<file path="src/rtl/store_buffer_coalescing_if.sv">
// Bus bundle for store_buffer_coalescing.
// The interface groups three channels:
//   enq_*    : store request from the MEM stage (valid/ready).
//   mem_*    : drain of the head entry toward the cache/memory (valid/ready).
//   lookup_* : combinational load-forwarding query and its result.
// The slave modport is the store buffer's view. The master modport is the view
// of the MEM stage, cache and load unit combined.
interface store_buffer_coalescing_if #(
  parameter int ADDR_W = 32,
  parameter int DATA_W = 32
);
  localparam int BE_W = DATA_W / 8;

  logic              enq_valid;
  logic              enq_ready;
  logic [ADDR_W-1:0] enq_addr;
  logic [DATA_W-1:0] enq_data;
  logic [BE_W-1:0]   enq_byte_en;

  logic              mem_valid;
  logic              mem_ready;
  logic [ADDR_W-1:0] mem_addr;
  logic [DATA_W-1:0] mem_data;
  logic [BE_W-1:0]   mem_byte_en;

  logic [ADDR_W-1:0] lookup_addr;
  logic [DATA_W-1:0] lookup_data;
  logic [BE_W-1:0]   lookup_be;
  logic              lookup_hit;

  modport slave (
    input  enq_valid, enq_addr, enq_data, enq_byte_en, mem_ready, lookup_addr,
    output enq_ready, mem_valid, mem_addr, mem_data, mem_byte_en,
           lookup_data, lookup_be, lookup_hit
  );

  modport master (
    output enq_valid, enq_addr, enq_data, enq_byte_en, mem_ready, lookup_addr,
    input  enq_ready, mem_valid, mem_addr, mem_data, mem_byte_en,
           lookup_data, lookup_be, lookup_hit
  );
endinterface

</file>
<file path="src/rtl/store_buffer_coalescing.sv">
// Write-back store buffer placed between the MEM stage and the data cache.
// It keeps byte-masked stores in a circular FIFO and drains them in order.
// Loads get per-byte forwarding from the youngest matching entry. When
// COALESCE=1, a store to the same word as the youngest entry is merged into it.
// Ports:
//   clk, reset : clock; asynchronous active-high reset
//   bus        : enq_* / mem_* / lookup_* channels (slave view)
//   count      : number of occupied entries
//   full/empty : count == DEPTH / count == 0
module store_buffer_coalescing #(
  parameter int ADDR_W   = 32,
  parameter int DATA_W   = 32,
  parameter int DEPTH    = 4,
  parameter int COALESCE = 1
) (
  input  logic                         clk,
  input  logic                         reset,
  store_buffer_coalescing_if.slave     bus,
  output logic [$clog2(DEPTH+1)-1:0]   count,
  output logic                         full,
  output logic                         empty
);
  localparam int BE_W  = DATA_W / 8;
  localparam int OFF_W = $clog2(BE_W);
  localparam int WA_W  = ADDR_W - OFF_W;
  localparam int PTR_W = $clog2(DEPTH);
  localparam int CNT_W = $clog2(DEPTH + 1);

  logic [WA_W-1:0]   entry_addr [DEPTH];
  logic [DATA_W-1:0] entry_data [DEPTH];
  logic [BE_W-1:0]   entry_be   [DEPTH];

  logic [PTR_W-1:0] head, tail, tail_m1;
  logic [WA_W-1:0]  enq_word, lookup_word;
  logic             coal_ok, enq_fire, do_alloc, do_coal, pop;

  assign enq_word    = bus.enq_addr[ADDR_W-1:OFF_W];
  assign lookup_word = bus.lookup_addr[ADDR_W-1:OFF_W];

  generate
    if (OFF_W > 0) begin : g_unused_offsets
      // The in-word byte offset does not take part in word matching.
      logic unused_offsets;
      assign unused_offsets = ^{bus.enq_addr[OFF_W-1:0], bus.lookup_addr[OFF_W-1:0]};
    end
  endgenerate

  assign full  = (count == CNT_W'(DEPTH));
  assign empty = (count == '0);

  // The entry at tail-1 is the youngest one. Merging requires count >= 2, so
  // the merge target is never the head. This keeps the drain payload stable.
  assign tail_m1 = tail - PTR_W'(1);
  assign coal_ok = (COALESCE != 0) && (count >= CNT_W'(2)) &&
                   (entry_addr[tail_m1] == enq_word);

  assign bus.enq_ready = !full || coal_ok;
  assign enq_fire      = bus.enq_valid && bus.enq_ready;
  // A store with an empty byte mask is accepted but changes nothing.
  assign do_coal       = enq_fire && (|bus.enq_byte_en) && coal_ok;
  assign do_alloc      = enq_fire && (|bus.enq_byte_en) && !coal_ok;

  assign bus.mem_valid   = !empty;
  assign pop             = bus.mem_valid && bus.mem_ready;
  assign bus.mem_addr    = {entry_addr[head], {OFF_W{1'b0}}};
  assign bus.mem_data    = entry_data[head];
  assign bus.mem_byte_en = entry_be[head];

  // NOTE: sequential state uses non-blocking (<=) so every flop samples
  // pre-edge values; blocking here would create order-dependent races.
  always_ff @(posedge clk or posedge reset) begin
    if (reset) begin
      head  <= '0;
      tail  <= '0;
      count <= '0;
    end else begin
      if (do_alloc) tail <= tail + PTR_W'(1);
      if (pop)      head <= head + PTR_W'(1);
      count <= count + CNT_W'(do_alloc) - CNT_W'(pop);
    end
  end

  // NOTE: the entry storage has no reset. Validity comes only from
  // head/count, so stale contents are never visible after reset.
  always_ff @(posedge clk) begin
    if (do_alloc) begin
      entry_addr[tail] <= enq_word;
      entry_data[tail] <= bus.enq_data;
      entry_be[tail]   <= bus.enq_byte_en;
    end else if (do_coal) begin
      for (int l = 0; l < BE_W; l++) begin
        if (bus.enq_byte_en[l]) begin
          entry_data[tail_m1][l*8 +: 8] <= bus.enq_data[l*8 +: 8];
          entry_be[tail_m1][l]          <= 1'b1;
        end
      end
    end
  end

  // Forwarding walks the entries from oldest to youngest. A later match
  // overrides an earlier one, so the youngest store wins each lane.
  logic [DATA_W-1:0] fwd_data;
  logic [BE_W-1:0]   fwd_be;
  logic [PTR_W-1:0]  fwd_idx;

  // NOTE: give every always_comb output a default first; a path that leaves
  // one unassigned would infer a latch.
  always_comb begin
    fwd_data = '0;
    fwd_be   = '0;
    fwd_idx  = head;
    for (int k = 0; k < DEPTH; k++) begin
      fwd_idx = head + PTR_W'(k);
      if ((CNT_W'(k) < count) && (entry_addr[fwd_idx] == lookup_word)) begin
        for (int l = 0; l < BE_W; l++) begin
          if (entry_be[fwd_idx][l]) begin
            fwd_be[l]            = 1'b1;
            fwd_data[l*8 +: 8]   = entry_data[fwd_idx][l*8 +: 8];
          end
        end
      end
    end
  end

  assign bus.lookup_data = fwd_data;
  assign bus.lookup_be   = fwd_be;
  assign bus.lookup_hit  = |fwd_be;
endmodule

</file>
<file path="src/flat_wrapper.sv">
// flat-port wrapper written by rule: the top's interface ports become plain ports
module store_buffer_coalescing_flat 
#(
  parameter int ADDR_W   = 32,
  parameter int DATA_W   = 32,
  parameter int DEPTH    = 4,
  parameter int COALESCE = 1
)
  (clk, reset, count, full, empty, bus_enq_valid, bus_enq_addr, bus_enq_data, bus_enq_byte_en, bus_mem_ready, bus_lookup_addr, bus_enq_ready, bus_mem_valid, bus_mem_addr, bus_mem_data, bus_mem_byte_en, bus_lookup_data, bus_lookup_be, bus_lookup_hit);
  store_buffer_coalescing_if #(.ADDR_W(ADDR_W), .DATA_W(DATA_W)) bus_i ();
  input  logic clk;
  input  logic reset;
  output logic [$clog2(DEPTH+1)-1:0] count;
  output logic full;
  output logic empty;
  input wire logic [$bits(bus_i.enq_valid)-1:0] bus_enq_valid;
  input wire logic [$bits(bus_i.enq_addr)-1:0] bus_enq_addr;
  input wire logic [$bits(bus_i.enq_data)-1:0] bus_enq_data;
  input wire logic [$bits(bus_i.enq_byte_en)-1:0] bus_enq_byte_en;
  input wire logic [$bits(bus_i.mem_ready)-1:0] bus_mem_ready;
  input wire logic [$bits(bus_i.lookup_addr)-1:0] bus_lookup_addr;
  output wire logic [$bits(bus_i.enq_ready)-1:0] bus_enq_ready;
  output wire logic [$bits(bus_i.mem_valid)-1:0] bus_mem_valid;
  output wire logic [$bits(bus_i.mem_addr)-1:0] bus_mem_addr;
  output wire logic [$bits(bus_i.mem_data)-1:0] bus_mem_data;
  output wire logic [$bits(bus_i.mem_byte_en)-1:0] bus_mem_byte_en;
  output wire logic [$bits(bus_i.lookup_data)-1:0] bus_lookup_data;
  output wire logic [$bits(bus_i.lookup_be)-1:0] bus_lookup_be;
  output wire logic [$bits(bus_i.lookup_hit)-1:0] bus_lookup_hit;
  assign bus_i.enq_valid = bus_enq_valid;
  assign bus_i.enq_addr = bus_enq_addr;
  assign bus_i.enq_data = bus_enq_data;
  assign bus_i.enq_byte_en = bus_enq_byte_en;
  assign bus_i.mem_ready = bus_mem_ready;
  assign bus_i.lookup_addr = bus_lookup_addr;
  assign bus_enq_ready = bus_i.enq_ready;
  assign bus_mem_valid = bus_i.mem_valid;
  assign bus_mem_addr = bus_i.mem_addr;
  assign bus_mem_data = bus_i.mem_data;
  assign bus_mem_byte_en = bus_i.mem_byte_en;
  assign bus_lookup_data = bus_i.lookup_data;
  assign bus_lookup_be = bus_i.lookup_be;
  assign bus_lookup_hit = bus_i.lookup_hit;
  store_buffer_coalescing #(.ADDR_W(ADDR_W), .DATA_W(DATA_W), .DEPTH(DEPTH), .COALESCE(COALESCE)) u_core (.clk(clk), .reset(reset), .bus(bus_i), .count(count), .full(full), .empty(empty));
endmodule
</file>
<file path="config.mk">
export PLATFORM = sky130hd
export DESIGN_NAME = store_buffer_coalescing_flat
export DESIGN_NICKNAME = d
export VERILOG_FILES = /design/src/rtl/store_buffer_coalescing_if.sv /design/src/rtl/store_buffer_coalescing.sv /design/src/flat_wrapper.sv
export SDC_FILE = /design/constraint.sdc
export NUM_CORES = 1
export LEC_CHECK = 0
export CAP_MARGIN = 5
export CORE_MARGIN = 2
export CORE_UTILIZATION = 62
export DETAILED_ROUTE_END_ITERATION = 6
export PLACE_DENSITY = 0.89
export SLEW_MARGIN = 20
export SYNTH_ARGS = -nofsm -noshare
export SYNTH_HDL_FRONTEND = slang
export SYNTH_SLANG_ARGS = --single-unit
</file>
<file path="constraint.sdc">
create_clock -name clk -period 11.95 [get_ports clk]
set_input_delay 2.9875 -clock clk [delete_from_list [all_inputs] [get_ports clk]]
set_output_delay 2.9875 -clock clk [all_outputs]
set_load 0.05 [all_outputs]
</file>
==> metrics.txt <==
slowest cell on the critical path a2111oi_2; CTS Hold Bufs 0; synthesized area 0.0189 mm2; Clk network pwr share 15.3%; DR iter-0 viols 2245; first-pass GRT wire length 87500 um; die height 179 um; Slew Limit Fails 0; FILL cells 1968; GR Layer Usage met1 51.9%; nets@finish 1855; largest net degree at the start of global routing 165; clk_lat worst skew 0.59 ns; ys flop type edfxtp_1; syn_area_per_cell 11.8 um2; layer with the highest usage met2; crit-path max cell delay 0.85 ns; dpl ws 1.28 ns; Worst Reg-to-Reg Cells 10; Synth top cells by count edfxtp_1 (264), mux2i_1 (258), nor2_1 (123), xnor2_1 (112), a21oi_1 (85); post-synth top area cell edfxtp_1; CTS tree built; Arr. time, crit path 7.87 ns; CTS sink cnt 271; gr ovfl total 0; Syn Inst Count 1611; Worst Setup End Kind primary output; most common cell in the synthesized netlist edfxtp_1; max-cap viol count 0; detailed placement HPWL 40900 um; met3 GRT Util 7.38%; routed wire length 58400 um; fin crit period 10.85 ns; top cell type's share of synthesized area 41.9%; Sw Ratio 47.1%; vias in the first global route 14800; DRC viols 0; final non-filler cell total 2155; Clock transition at path regs 0.06 ns; initial antenna violation count 2; die footprint 0.0320 mm2; ys async rst share 2.58%; GP Congestion 1.07; core box area 0.0299 mm2; Max Root-Sink Buffers 3; final hold viol count 0; worst hold-check path type reg2reg; crit-path cells clkdlybuf4s50_1 > o22ai_1 > a211oi_1 > a21oi_1 > a2111oi_2 > nand3_1 > a211oi_1 > o32a_1 > clkdlybuf4s50_1; yosys warns 0; min-delay src u_core.tail[0]; share of post-route cells with drive strength above 1 11.4%; # resized after CTS 0; router iterations before antenna repair 6; EDFF count, synth 264; Initial Util 63.4%; setup violators final 0; number of distinct library cells after synthesis 85; Fin Clk Skew 0.0272 ns; sequential area share after synthesis 42.8%; NetSw 0.00280 W; Area growth syn-to-layout 15.9%; I/O pin count 216; vias per cell 7.13; placed instance count 2101; Max Fanout on Critical Path 17; r2r endpoint u_core.entry_data[3][26]; CP Class in2out; row count 63; Pint 0.00314 W; antenna viol nets, final 0; Hold Path End u_core.tail[0]; clock root buffer clkbuf_16; Gate power share 62.0%; sequential share of power 22.7%; Area contributors post-synth edfxtp_1 (42%), mux2i_1 (14%), mux4_2 (6.4%); post-CTS setup buffer count 0; routed via count 15400; crit share post-route 90.8%; worst slew pin tran 1.30 ns; leakage power 7.89 nW; worst reg-to-reg setup slack 5.79 ns; chip width 179 um; WHS Path Cells 2; RSZ-0062 raised after global routing false; WP data required 8.96 ns; Buffers on Ports 209; FF+latch count, synth 271; Total GRT Usage 36.3%; Max-slew headroom 13.7%; Post-Route Setup TNS 0 ns; setup ws final 1.10 ns; GR met2 Demand/Resource 56.3%; Worst VDD drop 0.000292 V; CTS Buf Count 29; htree depth 1; Critical Path Start Type input port; WL/cell 27.1 um; Pwr per Cell Area 271 mW/mm2; RR Startpoint u_core.tail[1]; outcome finished clean; fmax 92.1 MHz
==> worst max path at each step <==
stage                         from             endpoint  slack [ns]  depth (start not counted)
2_1_floorplan  bus_lookup_addr[13]       bus_lookup_hit        2.95                         11
3_3_place_gp   bus_lookup_addr[10]  bus_lookup_data[30]        1.29                          9
3_5_place_dp   bus_lookup_addr[10]  bus_lookup_data[29]        1.28                          9
4_1_cts        bus_lookup_addr[10]  bus_lookup_data[29]        1.25                          9
5_1_grt        bus_lookup_addr[10]  bus_lookup_data[30]        0.92                          9
6_report       bus_lookup_addr[10]  bus_lookup_data[29]        1.10                          9
==> placed cells by master, fill, tap and decap left out, types with 12 or more instances in the layout <==
master,Yosys,final
nand3_1,12,12
and3b_1,12,12
o22a_1,24,24
nand4_1,34,34
a31oi_1,35,35
a21boi_0,24,24
clkbuf_16,0,29
a21oi_1,85,85
and2_1,31,31
nor3_1,13,13
mux2_2,53,53
nand2_1,22,22
edfxtp_1,264,264
mux2i_1,258,258
xor2_1,21,21
inv_1,27,26
a211oi_1,19,19
mux4_2,54,54
o31ai_1,33,33
clkdlybuf4s50_1,0,209
buf_4,16,24
xnor2_1,112,112
o22ai_1,18,18
nor2_1,123,123
o21ai_0,25,25
==> power by group through the flow <==
| stage | Sequential [W] | Combinational (W) | Clock, W |
|---|---|---|---|
| 2_1_floorplan | 0.00132 | 0.00270 | 0 |
| 3_3_place_gp | 0.00134 | 0.00352 | 0 |
| 3_5_place_dp | 0.00136 | 0.00359 | 0 |
| 4_1_cts | 0.00134 | 0.00362 | 0.000909 |
| 5_1_grt | 0.00136 | 0.00386 | 0.000946 |
| 6_report | 0.00135 | 0.00369 | 0.000907 |
==> flip-flops by register name, indices dropped and copies added, names as in the netlist <==
signal,flops
u_core.entry_data,128
u_core.entry_addr,120
u_core.entry_be,16
u_core.count,3
u_core.head,2
u_core.tail,2
==> cell type report <==
cell class              count  area (um2)  area share (%)
inverters                  27         104           0.473
well taps                 390         488            2.22
repair buffers            235        2300            10.5
flip-flops and latches    271        8110            36.9
multi-input cells        1178       10000            45.6
clock buffers              38         759            3.46
diodes                      2        5.00          0.0228
clock inverters            14         184           0.838
==> metal layers <==
layer,vias to the layer above,part of all wire [%]
met5,-,0.022
li1,6583,-
met4,2,3.0
met2,1119,45
met1,7510,40
met3,148,12
==> kinds of logic (layout without fill, tap and decap cells) <==
logic type      after synthesis  count (layout)  share of synthesized area, %
fa+ha+maj                     9               9                         0.634
xor+xnor                    133             133                          6.15
other cells                   1               4                        0.0198
flops                       271             271                          42.8
mux                         369             369                          23.5
simple gates                305             305                          8.52
compound gates              360             360                          13.9
buf+inv                     163             314                          4.45
==> through the flow <==
step	cell area [um2]	hold slack (ns)	utilization, %	total power, W
after floorplan	18900	0.644	-	0.00402
after global placement	21000	0.607	70.3	0.00487
after detailed placement	21000	0.646	70.3	0.00495
after CTS	21900	0.659	73.5	0.00588
after global routing	22000	0.681	73.5	0.00617
final	22000	0.667	73.5	0.00595
==> worst max-delay path: cells and delay by family <==
kind / cells / cell delay [ns]
buffers and inverters: 2 / 1.63
AO/OA/AOI/OAI: 6 / 2.49
AND/OR/NAND/NOR: 1 / 0.75
(Power assumes the default switching activity.)
